[src/rtl/boost_pkg.sv]
`default_nettype none
// ============================================================================
// Package : boost_pkg
// Brief   : Shared state encoding and default geometry for the boost filter
//           sequencer.
// Rev     : 1.0 - initial release
// ============================================================================
package boost_pkg;

    localparam int c_img_w_def = 640;
    localparam int c_img_h_def = 480;
    localparam int c_col_w_def = $clog2(c_img_w_def);
    localparam int c_row_w_def = $clog2(c_img_h_def);

    typedef enum logic [1:0] {
        ST_IDLE  = 2'd0,
        ST_RUN   = 2'd1,
        ST_DRAIN = 2'd2,
        ST_DONE  = 2'd3
    } state_t;

endpackage
`default_nettype wire

[src/rtl/boost_lat_pipe.sv]
`default_nettype none
// ============================================================================
// Module : boost_lat_pipe
// Brief  : 1-bit DEPTH-deep shift register tracking flags through the fixed
//          filter latency.
// Rev    : 1.0 - initial release
// ============================================================================
module boost_lat_pipe #(
    parameter int DEPTH = 3
) (
    input  logic clk,
    input  logic rst_n,
    input  logic din,
    output logic dout
);

    logic [DEPTH-1:0] r_sr;

    generate
        if (DEPTH == 1) begin : g_single
            always_ff @(posedge clk) begin
                if (!rst_n) begin
                    r_sr <= '0;
                end else begin
                    r_sr <= din;
                end
            end
        end else begin : g_multi
            always_ff @(posedge clk) begin
                if (!rst_n) begin
                    r_sr <= '0;
                end else begin
                    r_sr <= {r_sr[DEPTH-2:0], din};
                end
            end
        end
    endgenerate

    assign dout = r_sr[DEPTH-1];

endmodule
`default_nettype wire

[src/rtl/boost_filter_seq.sv]
`default_nettype none
// ============================================================================
// Module : boost_filter_seq
// Brief  : Frame sequencer for the 3-channel boost filter: issues window pops,
//          tracks in-flight pixels, emits framing aligned to filter wr_en.
//          Optional border bypass flag enabled by BOOST_BORDER_BYPASS_EN.
// Rev    : 1.0 - initial release
// ============================================================================
module boost_filter_seq
    import boost_pkg::*;
#(
    parameter int IMG_W    = c_img_w_def,
    parameter int IMG_H    = c_img_h_def,
    parameter int FILT_LAT = 3,
    parameter int MAX_INFL = 8
) (
    input  logic                     clk,
    input  logic                     rst_n,
    input  logic                     frame_start,
    input  logic                     win_empty,
    output logic                     win_rd,
    output logic                     data_in,
    input  logic                     filt_wr_en,
    input  logic                     out_afull,
    output logic                     out_sof,
    output logic                     out_eol,
    output logic                     frame_done,
    output logic                     busy,
    output logic                     lat_err,
    output logic [$clog2(IMG_W)-1:0] issue_col,
    output logic [$clog2(IMG_H)-1:0] issue_row
`ifdef BOOST_BORDER_BYPASS_EN
    ,
    output logic                     border_byp
`endif
);

    localparam int c_col_w  = $clog2(IMG_W);
    localparam int c_row_w  = $clog2(IMG_H);
    localparam int c_total  = IMG_W * IMG_H;
    localparam int c_ret_w  = $clog2(c_total + 1);
    localparam int c_infl_w = $clog2(MAX_INFL + 1);

    localparam logic [c_col_w-1:0]  c_col_last  = c_col_w'(IMG_W - 1);
    localparam logic [c_row_w-1:0]  c_row_last  = c_row_w'(IMG_H - 1);
    localparam logic [c_ret_w-1:0]  c_ret_total = c_ret_w'(c_total);
    localparam logic [c_infl_w-1:0] c_infl_max  = c_infl_w'(MAX_INFL);

    state_t              r_state;
    logic [c_col_w-1:0]  r_col;
    logic [c_row_w-1:0]  r_row;
    logic [c_col_w-1:0]  r_ret_col;
    logic [c_row_w-1:0]  r_ret_row;
    logic [c_ret_w-1:0]  r_ret_cnt;
    logic [c_infl_w-1:0] r_infl;
    logic                r_busy;
    logic                r_frame_done;
    logic                r_lat_err;

    logic                w_issue;
    logic                w_last_issue;
    logic                w_exp_ret;
    logic [c_infl_w-1:0] w_infl_nxt;
    logic [c_ret_w-1:0]  w_ret_cnt_nxt;

    assign w_issue      = (r_state == ST_RUN) && !win_empty && !out_afull && (r_infl < c_infl_max);
    assign w_last_issue = w_issue && (r_col == c_col_last) && (r_row == c_row_last);

    // A retire with nothing in flight is an error; the count saturates at 0.
    always_comb begin
        w_infl_nxt = r_infl;
        if (w_issue && !filt_wr_en) begin
            w_infl_nxt = r_infl + 1'b1;
        end else if (!w_issue && filt_wr_en && (r_infl != '0)) begin
            w_infl_nxt = r_infl - 1'b1;
        end
    end

    always_comb begin
        w_ret_cnt_nxt = r_ret_cnt;
        if (filt_wr_en) begin
            w_ret_cnt_nxt = r_ret_cnt + 1'b1;
        end
    end

    boost_lat_pipe #(
        .DEPTH (FILT_LAT)
    ) u_ret_pipe (
        .clk   (clk),
        .rst_n (rst_n),
        .din   (w_issue),
        .dout  (w_exp_ret)
    );

    always_ff @(posedge clk) begin
        if (!rst_n) begin
            r_state      <= ST_IDLE;
            r_col        <= '0;
            r_row        <= '0;
            r_ret_col    <= '0;
            r_ret_row    <= '0;
            r_ret_cnt    <= '0;
            r_infl       <= '0;
            r_busy       <= 1'b0;
            r_frame_done <= 1'b0;
            r_lat_err    <= 1'b0;
        end else begin
            r_infl    <= w_infl_nxt;
            r_ret_cnt <= w_ret_cnt_nxt;

            if (w_issue) begin
                if (r_col == c_col_last) begin
                    r_col <= '0;
                    r_row <= (r_row == c_row_last) ? '0 : r_row + 1'b1;
                end else begin
                    r_col <= r_col + 1'b1;
                end
            end

            if (filt_wr_en) begin
                if (r_ret_col == c_col_last) begin
                    r_ret_col <= '0;
                    r_ret_row <= (r_ret_row == c_ret_row_last_f()) ? '0 : r_ret_row + 1'b1;
                end else begin
                    r_ret_col <= r_ret_col + 1'b1;
                end
            end

            if ((filt_wr_en != w_exp_ret) || (filt_wr_en && (r_infl == '0))) begin
                r_lat_err <= 1'b1;
            end

            // Completion looks at next-cycle counts so frame_done lands one
            // cycle after the final retire.
            case (r_state)
                ST_IDLE: begin
                    if (frame_start) begin
                        r_state   <= ST_RUN;
                        r_busy    <= 1'b1;
                        r_ret_cnt <= '0;
                    end
                end
                ST_RUN: begin
                    if (w_last_issue) begin
                        r_state <= ST_DRAIN;
                    end
                end
                ST_DRAIN: begin
                    if ((w_infl_nxt == '0) && (w_ret_cnt_nxt == c_ret_total)) begin
                        r_state      <= ST_DONE;
                        r_frame_done <= 1'b1;
                    end
                end
                ST_DONE: begin
                    r_state      <= ST_IDLE;
                    r_busy       <= 1'b0;
                    r_frame_done <= 1'b0;
                end
                default: begin
                    r_state <= ST_IDLE;
                end
            endcase
        end
    end

    function automatic logic [c_row_w-1:0] c_ret_row_last_f();
        return c_row_last;
    endfunction

    assign win_rd     = w_issue;
    assign data_in    = w_issue;
    assign out_sof    = filt_wr_en && (r_ret_col == '0) && (r_ret_row == '0);
    assign out_eol    = filt_wr_en && (r_ret_col == c_col_last);
    assign frame_done = r_frame_done;
    assign busy       = r_busy;
    assign lat_err    = r_lat_err;
    assign issue_col  = r_col;
    assign issue_row  = r_row;

`ifdef BOOST_BORDER_BYPASS_EN
    logic w_border;
    logic w_border_tap;

    assign w_border = w_issue && ((r_row == '0) || (r_row == c_row_last) ||
                                  (r_col == '0) || (r_col == c_col_last));

    boost_lat_pipe #(
        .DEPTH (FILT_LAT)
    ) u_border_pipe (
        .clk   (clk),
        .rst_n (rst_n),
        .din   (w_border),
        .dout  (w_border_tap)
    );

    assign border_byp = filt_wr_en && w_border_tap;
`endif

endmodule
`default_nettype wire
[config.mk]
export PLATFORM = sky130hd
export DESIGN_NAME = boost_filter_seq
export DESIGN_NICKNAME = d
export VERILOG_FILES = /design/src/rtl/boost_pkg.sv /design/src/rtl/boost_lat_pipe.sv /design/src/rtl/boost_filter_seq.sv
export SDC_FILE = /design/constraint.sdc
export NUM_CORES = 1
export LEC_CHECK = 0
export BUFFER_PORTS_ARGS = -buffer_cell sky130_fd_sc_hd__buf_2
export CAP_MARGIN = 20
export CORE_MARGIN = 8
export CORE_UTILIZATION = 35
export DETAILED_ROUTE_END_ITERATION = 7
export GPL_ROUTABILITY_DRIVEN = 0
export GPL_TIMING_DRIVEN = 0
export SKIP_CTS_REPAIR_TIMING = 1
export SKIP_LAST_GASP = 1
export SLEW_MARGIN = 20
export SYNTH_ARGS = -nofsm -noshare
export SYNTH_HDL_FRONTEND = slang
export SYNTH_SLANG_ARGS = --single-unit
[constraint.sdc]
create_clock -name clk -period 7.2 [get_ports clk]
set_input_delay 0.36 -clock clk [delete_from_list [all_inputs] [get_ports clk]]
set_output_delay 0.36 -clock clk [all_outputs]
set_load 0.01 [all_outputs]
==> reports/results.ini, run 1 <==
[worst_setup_path]
cp-start-kind = flop
critPathKind = flop to flop
end_kind = flop
r2r-end = frame_done
crit_arrival_ps = 3160
worstRegToRegCells = 8
r2r_slack_ps = 4300
rr_startpoint = r_ret_cnt[0]
worstPathRequired_ps = 7460
crit_fanout = 7

[die]
die_y_um = 119
die_w_um = 119
start_util_pct = 35.9
rows = 37
num_io_pins = 32
core-area_um2 = 10300
die_area_um2 = 14100

[synthesis]
ys_async_sr_fraction_pct = 0
synth_top_area_cell = dfxtp_1
synth_top_cell_area_share_pct = 37.4
ys_top_cells_by_area = dfxtp_1 37%, xor2_1 5.9%, nor2_1 5.5%
syn_area_per_cell_um2 = 8.34
synthTopCellsByCount = 69 x dfxtp_1, 54 x nor2_1, 42 x nand2_1
seq_area_frac_synth_pct = 37.4
synth.distinct_cells = 59
synth_edf_count = 0
synth_warnings = 0
synth_flop_cell = dfxtp_1
synth_most_common_cell = dfxtp_1
synth_nets = 462
ys_seq_elements = 69
syn_area_um2 = 3690
synthCells = 443

[timing]
slew_viol_final = 0
maxSlewHeadroom_pct = 60.4
grt_setup_unrepaired = false
timing.fmax_mhz = 344
clock_skew_ps = 11.3
fin_crit_sh_pct = 40.3
setup_ws_ps = 4300
fin_tns_setup_ps = 0
worst_pin_slew_ps = 589
setup_viol = 0
period_minus_slack_ps = 2900
hold_viol = 0

[route]
wl_per_cell_um = 13.3
post_drt_via_cell_ratio = 5.04
vias = 3151
ant_nets = 0
drt_iter0_markers = 243
firstDrtPassIters = 4
drc = 0
wl_mm = 8.34

[layout]
multi_input_area_um2 = 2140
fill_cells = 1039
syn2layout_area_growth_pct = 14.5
final_cells = 625
diodes = 0
post-route-util_pct = 41.1
drive_gt1_share_pct = 14.1
fin_nets = 503
seq_area_um2 = 1380

[power_and_ir_drop]
vdd_drop_max_uv = 79.5
power_frac_seq_pct = 44.0
power.switching_uw = 285
switching_share_pct = 29.8
clkPwrFrac_pct = 36.8
p_int_uw = 671
power.density_nw_per_um2 = 226
pwr-share-comb_pct = 19.2
power_leakage_nw = 1.63
total_power_uw = 956

[clocking]
clk_latency_ps = 360
cts_tree = built
clockBufferDepth = 2
clkTransAtPathRegs_ps = 80
h-tree-depth = 3
cts_root_buf = clkbuf_8
numCtsBuffers = 9
clock_sinks = 69

[global_route]
antenna_found_initial = 0
grt_pass1_vias = 3004
overflow = 0
grt_max_degree = 13
grtUsageTotal_pct = 12.2
grt_first_pass_wirelength_mm = 14.3

[hold_path]
min_path_cells = 2
min_delay_worst_endpoint = issue_row[8]
hold_path_class = primary input to flop
min-delay-start = rst_n

[place]
place_hpwl_mm = 6.14
portBuffers = 30
pre_cts_slack_ps = 4270
dp_cells = 609

[flow_run]
maxCapViolations = 0

[run_status]
status = complete, no violations

## worst max path at each step
stage                       from    endpoint  slack, ps  depth (start not counted)
global route        r_ret_cnt[0]  frame_done       4070                          8
CTS                 r_ret_cnt[0]  frame_done       4270                          8
detailed placement    filt_wr_en  frame_done       4270                          9
floorplan             r_state[1]  r_state[1]       4740                         10
global placement    r_ret_cnt[0]  frame_done       4270                          8
finish              r_ret_cnt[0]  frame_done       4300                          8
## cell type report
cell class	count	share of cell area [%]
Timing Repair Buffer	30	3.55
Clock inverter	6	2.07
Sequential cell	69	32.7
Clock buffer	10	3.02
Buffer	17	2.25
Inverter	20	1.78
Multi-Input combinational cell	337	50.7
Tap cell	136	4.02
## registers in the layout (all words and copies together) (netlist names)
register	count
r_ret_col	10
r_ret_row	9
lat_err	1
u_ret_pipe.r_sr	3
frame_done	1
r_state	2
r_infl	4
issue_row	9
issue_col	10
r_ret_cnt	19
busy	1
## per-layer routing
layer | vias to the layer above | global-route usage, % | wire length [um]
met4 | 0 | 6.09 | 159
met5 | - | 0 | 0
met1 | 1445 | 15.1 | 4060
li1 | 1635 | - | -
met3 | 14 | 3.47 | 413
met2 | 57 | 19.0 | 3700
## power by group through the flow
stage | logic (mW) | registers (mW) | clock network (mW)
global route | 0.208 | 0.424 | 0.378
floorplan | 0.139 | 0.425 | 0
global placement | 0.177 | 0.429 | 0
finish | 0.183 | 0.421 | 0.352
detailed placement | 0.181 | 0.429 | 0
CTS | 0.182 | 0.420 | 0.361
## metrics by stage
step           hold WS [ps]  instance area [um2]
6_report                412                 4230
3_3_place_gp            413                 4010
5_1_grt                 438                 4230
2_1_floorplan           412                 3690
3_5_place_dp            423                 4010
4_1_cts                 406                 4230
## critical path, stage by stage (launching register included)
cell	delay, ps
dfxtp_1	460
ha_1	330
and4_1	270
nand2_1	120
or4_1	520
o311a_1	160
nor4_1	390
a21oi_1	180
a311o_1	360
## cells in the final DEF, fill, tap and decap left out, drive strengths merged, types with 10 or more instances in the layout
cell / n
xor2: 25
and2: 18
and3: 11
nand2: 42
o21ai: 10
nand4: 18
nor2: 54
xnor2: 23
nand3: 26
dfxtp: 69
buf: 42
clkbuf: 15
ha: 13
a21oi: 13
nor3: 11
inv: 19
## cells by family after synthesis
family / after synthesis / share of synthesized area (%)
mux: 4 / 1.08
compound gates: 52 / 9.79
buf+inv: 37 / 4.61
xor+xnor: 48 / 11.4
flops: 69 / 37.4
simple gates: 220 / 31.3
fa+ha+maj: 13 / 4.40
(Power assumes the default switching activity.)
==> inputs of run 2 (changes only) <==
--- a/config.mk
+++ b/config.mk
@@ -5,6 +5,7 @@
 export SDC_FILE = /design/constraint.sdc
 export NUM_CORES = 1
 export LEC_CHECK = 0
+export ABC_AREA = 1
 export BUFFER_PORTS_ARGS = -buffer_cell sky130_fd_sc_hd__buf_2
 export CAP_MARGIN = 20
 export CORE_MARGIN = 8
==> constraint.sdc (replaced) <==
create_clock -name clk -period 2.5 [get_ports clk]
set_input_delay 0.125 -clock clk [delete_from_list [all_inputs] [get_ports clk]]
set_output_delay 0.125 -clock clk [all_outputs]
set_load 0.01 [all_outputs]
==> run 2 against run 1 <==
Sequential power grew to 2.9 times the previous value. Final cell count grew 15%. Worst setup slack got worse by 4000 ps. Clock power is 110% higher. Die area grew 0.47%. Clock-buffer cell count is 2 higher. Synthesized cell count up 21%. Register-to-register slack worse by 4000 ps. Total power rose to 2.5 times the previous value. Non-clock buffer count shrank 7.
==> reports/results.ini, run 2 <==
[run_status]
status = complete, no violations

[power_and_ir_drop]
vdd_drop_max_uv = 238  ; +200%
power.density_nw_per_um2 = 582  ; +160%
power_leakage_nw = 1.75  ; +7.2%

[worst_setup_path]
rr_startpoint = r_state[1]
cp-start-kind = flop
crit_fanout = 9  ; +2
critPathKind = flop to flop
worstRegToRegCells = 13  ; +5
end_kind = flop
crit_arrival_ps = 2440  ; -720 ps
r2r_slack_ps = 260  ; -4030 ps
worstPathRequired_ps = 2710  ; -4750 ps
r2r-end = issue_row[7]

[clocking]
h-tree-depth = 3  ; unchanged
cts_tree = built
clk_latency_ps = 340  ; -20 ps
cts_root_buf = clkbuf_8
clockBufferDepth = 2  ; unchanged
numCtsBuffers = 9  ; unchanged
clkTransAtPathRegs_ps = 70  ; about the same
clock_sinks = 69  ; unchanged

[timing]
timing.fmax_mhz = 447  ; +30%
slew_viol_final = 0  ; unchanged
fin_crit_sh_pct = 89.4  ; +49 points
period_minus_slack_ps = 2240  ; -669 ps
grt_setup_unrepaired = false
setup_ws_ps = 265  ; -4030 ps
worst_pin_slew_ps = 874  ; +285 ps
clock_skew_ps = 6.69  ; -4.61 ps
fin_tns_setup_ps = 0  ; unchanged
hold_viol = 0  ; unchanged
maxSlewHeadroom_pct = 41.3  ; -19 points
setup_viol = 0  ; unchanged

[route]
ant_nets = 0  ; unchanged
wl_met3_um = 329  ; -20%
routed.top_layer = met4
firstDrtPassIters = 4  ; unchanged
wl_per_cell_um = 11.7  ; -12%
drc = 0  ; unchanged
drt_iter0_markers = 159  ; -35%
wl_mm = 8.36  ; +0.30%
dr_wl_met2_mm = 3.80  ; +2.7%
met1_length_mm = 4.12  ; +1.5%
vias = 3447  ; +9.4%
post_drt_via_cell_ratio = 4.81  ; -4.5%

[layout]
final_common_cell = nand2_1
fin_nets = 598  ; +19%
top_register = r_ret_cnt
largest_register_ffs = 19  ; unchanged
layout_common_cells = 125 x nand2_1, 72 x inv_1, 69 x dfxtp_1
syn2layout_area_growth_pct = 12.5
diodes = 0  ; unchanged
drive_gt1_share_pct = 14.1  ; +0.028 points

[die]
die_w_um = 119  ; +0.24%
die_y_um = 119  ; +0.24%
start_util_pct = 36.0  ; about the same
core-area_um2 = 10300  ; +0.45%
num_io_pins = 32  ; unchanged
die_area_um2 = 14200  ; +0.47%
rows = 37  ; unchanged

[synthesis]
syn_area_um2 = 3710  ; +0.54%
synth-simple-area-share_pct = 37.0  ; +5.7 points
synthMuxAreaShare_pct = 0  ; -1.1 points
synth_warnings = 0  ; unchanged
synth_xor_area_share_pct = 1.65  ; -9.7 points
synth_nets = 556  ; +20%
synth_fa_ha_area_share_pct = 4.38  ; -0.024 points
synthTopCellsByCount = 125 x nand2_1, 73 x inv_1, 69 x dfxtp_1
ys_async_sr_fraction_pct = 0  ; unchanged
seq_area_frac_synth_pct = 37.2  ; -0.20 points
synth_most_common_cell = nand2_1
synth_top_area_cell = dfxtp_1
synth.distinct_cells = 44  ; -25%
ys_seq_elements = 69  ; unchanged
synth_top_cell_area_share_pct = 37.2  ; -0.20 points
synth-compound-area-share_pct = 10.5  ; +0.72 points
ys_top_cells_by_area = dfxtp_1 37%, nand2_1 13%, inv_1 7.4%
syn_area_per_cell_um2 = 6.92  ; -17%
synth_edf_count = 0  ; unchanged
synth_top_family_by_area = simple AND/OR/NAND/NOR gates
synthCells = 537  ; +21%
synth_flop_cell = dfxtp_1

[global_route]
antenna_found_initial = 0  ; unchanged
grt_max_degree = 11  ; -2
overflow = 0  ; unchanged
grtUsageTotal_pct = 12.6  ; +0.38 points
grt_pass1_vias = 3422  ; +14%
grt_first_pass_wirelength_mm = 15.0  ; +4.7%

[hold_path]
min-delay-start = frame_start
hold_path_class = primary input to flop
min_path_cells = 4  ; +2
min_delay_worst_endpoint = busy

[place]
portBuffers = 31  ; +3.3%
place_hpwl_mm = 6.43  ; +4.6%
pre_cts_slack_ps = 290  ; -3980 ps

[flow_run]
maxCapViolations = 0  ; unchanged

run 2: cells by family after synthesis:
| kind of cell | Yosys count |
|---|---|
| fa+ha+maj | 13 |
| compound gates | 68 |
| buf+inv | 86 |
| simple gates | 294 |
| xor+xnor | 7 |
| flops | 69 |
run 2: worst max-delay path: stages, from the launching register on:
cell	delay, ps
dfxtp_1	340
inv_1	90
ha_1	160
inv_1	40
nor2_1	120
nand2_2	150
nor2_1	240
nand2_1	80
nor2_1	140
nand2_1	110
nor2_1	180
nand3_1	130
nor3_1	220
a211oi_1	110
run 2: cell type report:
type / instances / area (um2)
Fill cell: 1085 / 6140
Multi-Input combinational cell: 382 / 1990
Sequential cell: 69 / 1380
Inverter: 77 / 290
Tap cell: 136 / 170
Timing Repair Buffer: 31 / 155
Clock buffer: 12 / 135
Buffer: 9 / 52.6
run 2: stage by stage:
| step | power (mW) | utilization [%] | cell area [um2] | hold slack, ps | instances |
|---|---|---|---|---|---|
| finish | 2.43 | 40.5 | 4180 | 115 | 716 |
| global route | 2.60 | 40.5 | 4180 | 130 | 716 |
| CTS | 2.46 | 40.4 | 4170 | 100 | 716 |
| global placement | 1.72 | 39.1 | 4040 | 395 | 704 |
| floorplan | 1.60 | - | 3710 | 305 | 537 |
| detailed placement | 1.73 | 39.1 | 4040 | 396 | 704 |
run 2: per-layer routing:
metal / up-vias / global-route usage [%]
li1: 1811 / -
met1: 1565 / 14.9
met2: 62 / 20.7
met3: 9 / 2.50
met4: 0 / 7.51
met5: - / 0
run 2: how the worst max path moves through the flow:
stage / start / end / slack, ps / cells past startpoint
detailed placement: r_state[1] / issue_row[7] / 290 / 13
CTS: r_state[1] / issue_row[7] / 260 / 13
global placement: r_state[1] / issue_row[7] / 290 / 13
floorplan: r_state[1] / r_state[1] / 630 / 17
finish: r_state[1] / issue_row[7] / 260 / 13
global route: r_state[1] / frame_done / 20 / 15
run 2: power breakdown:
group	switching [mW]	leakage (nW)	total, mW	internal [mW]
combinational	0.320	1.12	0.499	0.179
clock	0.385	0.0683	0.725	0.339
sequential	0.0502	0.558	1.21	1.16
